<file path="config.mk">
export PLATFORM = sky130hd
export DESIGN_NAME = fm_psg_audio_mixer
export DESIGN_NICKNAME = d
export VERILOG_FILES = /design/src/rtl/fm_psg_audio_mixer.sv
export SDC_FILE = /design/constraint.sdc
export NUM_CORES = 1
export LEC_CHECK = 0
export CORE_MARGIN = 2
export CORE_UTILIZATION = 37
export DETAILED_ROUTE_END_ITERATION = 10
export PLACE_DENSITY = 0.59
export SLEW_MARGIN = 30
export SYNTH_ARGS = -nofsm -noshare
export SYNTH_HDL_FRONTEND = slang
export SYNTH_SLANG_ARGS = --single-unit
</file>
<file path="constraint.sdc">
create_clock -name MCLK -period 3 [get_ports MCLK]
set_input_delay 0.3 -clock MCLK [delete_from_list [all_inputs] [get_ports MCLK]]
set_output_delay 0.3 -clock MCLK [all_outputs]
set_load 0.02 [all_outputs]
</file>
<file path="src/rtl/fm_psg_audio_mixer.sv">
// ============================================================================
// Module  : fm_psg_audio_mixer
// Brief   : Assembles a 6-channel stereo FM frame from the time-multiplexed
//           DAC stream, mixes in the PSG, saturates and emits one sample/frame.
// Revision: 1.0 - initial release
// ============================================================================
`default_nettype none

module fm_psg_audio_mixer #(
  parameter int FM_SHIFT  = 4,
  parameter int PSG_SHIFT = 2,
  parameter int SAT_EN    = 1
) (
  input  logic        MCLK,
  input  logic        SRES,
  input  logic        MCLK_e,
  input  logic        fm_clk1,
  input  logic [2:0]  DAC_ch_index,
  input  logic [8:0]  MOL,
  input  logic [8:0]  MOR,
  input  logic [15:0] PSG,
  input  logic        MUTE,
  input  logic        err_clr,
  output logic [15:0] AUD_L,
  output logic [15:0] AUD_R,
  output logic        AUD_valid,
  output logic        FRAME_ERR
);

  typedef enum logic [1:0] {
    S_IDLE  = 2'd0,
    S_ACCUM = 2'd1,
    S_SUM   = 2'd2,
    S_OUT   = 2'd3
  } state_t;

  state_t             state_q, state_d;
  logic               fm_clk1_q;
  logic [5:0]         mask_q, mask_d;
  logic signed [11:0] acc_l_q, acc_l_d, acc_r_q, acc_r_d;
  logic signed [17:0] mix_l_q, mix_l_d, mix_r_q, mix_r_d;
  logic [15:0]        aud_l_q, aud_l_d, aud_r_q, aud_r_d;
  logic               aud_valid_q, aud_valid_d;
  logic               frame_err_q, frame_err_d;

  logic               cap;
  logic               err_set;
  logic signed [11:0] smp_l, smp_r;
  logic signed [15:0] psg_c;
  logic signed [17:0] psg_ext, fm_l_ext, fm_r_ext;

  // Slots 6 and 7 are not FM channels and never touch the frame state.
  assign cap   = fm_clk1 & ~fm_clk1_q & MCLK_e & (DAC_ch_index <= 3'd5);
  assign smp_l = {{3{MOL[8]}}, MOL};
  assign smp_r = {{3{MOR[8]}}, MOR};
  assign psg_c = {~PSG[15], PSG[14:0]};

  always_comb begin
    psg_ext  = {{2{psg_c[15]}}, psg_c};
    psg_ext  = psg_ext >>> PSG_SHIFT;
    fm_l_ext = {{6{acc_l_q[11]}}, acc_l_q};
    fm_l_ext = fm_l_ext <<< FM_SHIFT;
    fm_r_ext = {{6{acc_r_q[11]}}, acc_r_q};
    fm_r_ext = fm_r_ext <<< FM_SHIFT;
  end

  function automatic logic [15:0] sat16(input logic signed [17:0] v);
    logic [15:0] r;
    r = v[15:0];
    if (SAT_EN != 0) begin
      if (v > 18'sd32767)
        r = 16'h7FFF;
      else if (v < -18'sd32768)
        r = 16'h8000;
    end
    return r;
  endfunction

  always_comb begin
    state_d     = state_q;
    mask_d      = mask_q;
    acc_l_d     = acc_l_q;
    acc_r_d     = acc_r_q;
    mix_l_d     = mix_l_q;
    mix_r_d     = mix_r_q;
    aud_l_d     = aud_l_q;
    aud_r_d     = aud_r_q;
    aud_valid_d = 1'b0;
    err_set     = 1'b0;
    case (state_q)
      S_IDLE: begin
        if (cap && DAC_ch_index == 3'd0) begin
          acc_l_d = smp_l;
          acc_r_d = smp_r;
          mask_d  = 6'b000001;
          state_d = S_ACCUM;
        end
      end
      S_ACCUM: begin
        if (cap) begin
          if (DAC_ch_index == 3'd0) begin
            err_set = 1'b1;
            acc_l_d = smp_l;
            acc_r_d = smp_r;
            mask_d  = 6'b000001;
          end else begin
            acc_l_d = acc_l_q + smp_l;
            acc_r_d = acc_r_q + smp_r;
            if (mask_q[DAC_ch_index])
              err_set = 1'b1;
            mask_d[DAC_ch_index] = 1'b1;
            if (DAC_ch_index == 3'd5) begin
              state_d = S_SUM;
              if (mask_d != 6'h3F)
                err_set = 1'b1;
            end
          end
        end
      end
      S_SUM: begin
        mix_l_d = fm_l_ext + psg_ext;
        mix_r_d = fm_r_ext + psg_ext;
        err_set = cap;
        state_d = S_OUT;
      end
      default: begin
        aud_l_d     = MUTE ? 16'h0000 : sat16(mix_l_q);
        aud_r_d     = MUTE ? 16'h0000 : sat16(mix_r_q);
        aud_valid_d = 1'b1;
        err_set     = cap;
        state_d     = S_IDLE;
      end
    endcase
    // A set wins over a simultaneous clear.
    frame_err_d = err_set ? 1'b1 : (err_clr ? 1'b0 : frame_err_q);
  end

  always_ff @(posedge MCLK or negedge SRES) begin
    if (!SRES) begin
      state_q     <= S_IDLE;
      fm_clk1_q   <= 1'b1;
      mask_q      <= 6'd0;
      acc_l_q     <= 12'sd0;
      acc_r_q     <= 12'sd0;
      mix_l_q     <= 18'sd0;
      mix_r_q     <= 18'sd0;
      aud_l_q     <= 16'h0000;
      aud_r_q     <= 16'h0000;
      aud_valid_q <= 1'b0;
      frame_err_q <= 1'b0;
    end else if (MCLK_e) begin
      state_q     <= state_d;
      fm_clk1_q   <= fm_clk1;
      mask_q      <= mask_d;
      acc_l_q     <= acc_l_d;
      acc_r_q     <= acc_r_d;
      mix_l_q     <= mix_l_d;
      mix_r_q     <= mix_r_d;
      aud_l_q     <= aud_l_d;
      aud_r_q     <= aud_r_d;
      aud_valid_q <= aud_valid_d;
      frame_err_q <= frame_err_d;
    end
  end

  assign AUD_L     = aud_l_q;
  assign AUD_R     = aud_r_q;
  assign AUD_valid = aud_valid_q;
  assign FRAME_ERR = frame_err_q;

endmodule

`default_nettype wire

</file>
==> results_dict.tcl <==
set metrics [dict create \
    first_pass_iters 5 \
    yosys_warnings 0 \
    routabilityCongestion 0.843 \
    synth_ff_type "dfrtp_1" \
    gr-usage-all-layers_pct 17.9 \
    coreArea_um2 16500 \
    place.port_buffers 74 \
    cp-startpoint "MOL[1]" \
    yosys.area.top_type_share_pct 38.5 \
    p_leak_nw 3.32 \
    setup_slack_ns 0.393 \
    timing.rr.end "acc_l_q[11]" \
    critical_path_class "input port to flip-flop" \
    finalWirelength_mm 15.5 \
    arrival_ns 2.86 \
    required_ns 3.26 \
    grt_max_degree 50 \
    htreeDepth 3 \
    max_cap_violations 0 \
    grt_pass1_vias 5358 \
    synth_seq_cells 97 \
    synth-edff-count 0 \
    start_kind "input port" \
    syn_to_final_growth_pct 21.8 \
    synth_cell_types 60 \
    rr_startpoint "acc_l_q[1]" \
    whs_endpoint "AUD_L[5]" \
    vias 5377 \
    period_share_pct 86.9 \
    r2r_cells 7 \
    numCtsBuffers 9 \
    setup_violations 0 \
    final.min_clock_period_ns 2.61 \
    clock.fmax_ghz 0.384 \
    p_per_area_nw_per_um2 1060 \
    ctsRootBufferMaster "clkbuf_16" \
    initialDrtViolationCount 253 \
    routed_via_density 5.36 \
    clk_path_buf_depth 2 \
    skew_ns 0.00404 \
    async_reset_ff_share_pct 100 \
    ioPinCount 77 \
    max-slew-margin-rel_pct 51.1 \
    ys_seq_area_share_pct 38.9 \
    antenna_found_initial 0 \
    post-route-cell-area_um2 7600 \
    synth_area_um2 6240 \
    worst_pin_slew_ns 0.732 \
    cp_max_fo 3 \
    outcome "complete, no violations" \
    overflow 0 \
    cp-end-kind "flip-flop" \
    cts_sinks 97 \
    cts_tree "built" \
    min_path_cells 2 \
    r2r_setup_slack_ns 0.40 \
    synth_common_cells "dfrtp_1, nand2_1, o21ai_0" \
    worstHoldStart "AUD_L[5]" \
    setup_tns_ns 0 \
    postPlaceCellArea_um2 7270 \
    pre_cts_ws_ns 0.0229 \
    drive_gt1_share_pct 6.89 \
    rsz0062_at_grt "no" \
    synth_cells 707 \
    avgRoutedWirePerCell_um 15.4 \
    grt_pass1_wl_mm 26.0 \
    drv_slew 0 \
    start_util_pct 37.8 \
    synthMostInstantiatedCell "dfrtp_1" \
    worstHoldPathType "flip-flop to flip-flop" \
    finalNetCount 876 \
    drc 0 \
    dp.final_hpwl_mm 12.1 \
    clkTransAtPathRegs_ns 0.07 \
    die-height_um 134 \
    avgSynthCellArea_um2 8.83 \
    ys_top_cells_by_area "dfrtp_1, ha_1, o21ai_0" \
    clk_latency_ns 0.34 \
    utilization_pct 46.0 \
    holdWs_ns 0.476 \
    ir_drop_mv 0.479 \
    drtAntennaViolNets 0 \
    yosysTopAreaCell "dfrtp_1" \
    rows 47 \
    syn_nets 804 \
    finalHoldViolations 0 \
    die_w_um 134 \
    dieArea_um2 17900 \
    antennaDiodeCount 0 \
]
routing by layer:
metal / vias up / routed length (µm) / track usage (%)
li1: 2713 / - / -
met1: 2539 / 7390 / 23.4
met2: 109 / 7280 / 30.3
met3: 16 / 538 / 2.49
met4: 0 / 252 / 6.62
met5: - / 0 / 0
critical path: stages:
cell and delay [ns]:
clkdlybuf4s50_1 0.48, ha_1 0.34, a211oi_1 0.34, o21ai_0 0.23
and3_1 0.24, nor3_1 0.37, mux2_2 0.39, o211ai_1 0.18
final cells by class:
class	count	area, µm²
Fill cell	1572	8920
Tap cell	220	275
Sequential cell	97	2430
Timing Repair Buffer	89	853
Clock inverter	6	91.3
Clock buffer	10	229
Multi-Input combinational cell	558	3630
Inverter	24	90.1
cell usage in the layout (no fill, tap or decap), types with 5 or more instances in the layout:
master           count
o21ai_0             86
nand2_1             85
buf_4               15
and3_1               5
clkdlybuf4s50_1     73
xnor2_1             12
nor2b_1              9
dfrtp_1             96
a211oi_1             5
or2_2                5
ha_1                50
mux2_2              12
o21a_1               6
a21o_1              11
nand2b_1             8
nor3_1              21
clkbuf_16            9
inv_1               24
nand3_1             14
a31oi_1              8
nor2_1              48
a221oi_1             8
xor2_1              13
mux2i_1              5
a21oi_1             72
nor3b_1              8
report_power, final:
part	total [W]	internal [W]	switching, W
registers	0.00243	0.00191	0.000514
clock network	0.00125	0.000736	0.000511
logic	0.00435	0.00194	0.00241
worst max-delay path by stage:
stage | endpoint
after floorplan | acc_l_q[8]
after global placement | mix_r_q[15]
after detailed placement | acc_l_q[11]
after CTS | acc_l_q[11]
after global routing | acc_l_q[11]
final | acc_l_q[11]
kinds of logic (layout without fill, tap and decap cells):
logic type	count (synthesis)	count (layout)	synth area share, %
flops	97	97	38.9
mux	17	17	2.97
simple gates	218	218	16.2
compound gates	244	244	24.0
buf+inv	52	129	3.17
fa+ha+maj	54	54	11.3
xor+xnor	25	25	3.51
through the flow:
step	total power, W	instances
final	0.00802	1004
after global routing	0.00874	1004
after CTS	0.00808	1004
after detailed placement	0.00681	987
after global placement	0.00668	987
after floorplan	0.00540	707
repair_timing:
action,4_1_cts,5_1_grt
endpoints found under the hold margin,17,0
setup buffers,0,0
resized for setup,0,0
hold buffers,1,0
setup endpoints to repair,0,0
state kept, by name, summed over array words and instances (netlist names):
register   count
AUD_R         16
FRAME_ERR      1
AUD_L         16
fm_clk1_q      1
mix_l_q       17
acc_l_q       12
acc_r_q       12
AUD_valid      1
mix_r_q       13
state_q        2
mask_q         6
(Power assumes the default switching activity.)
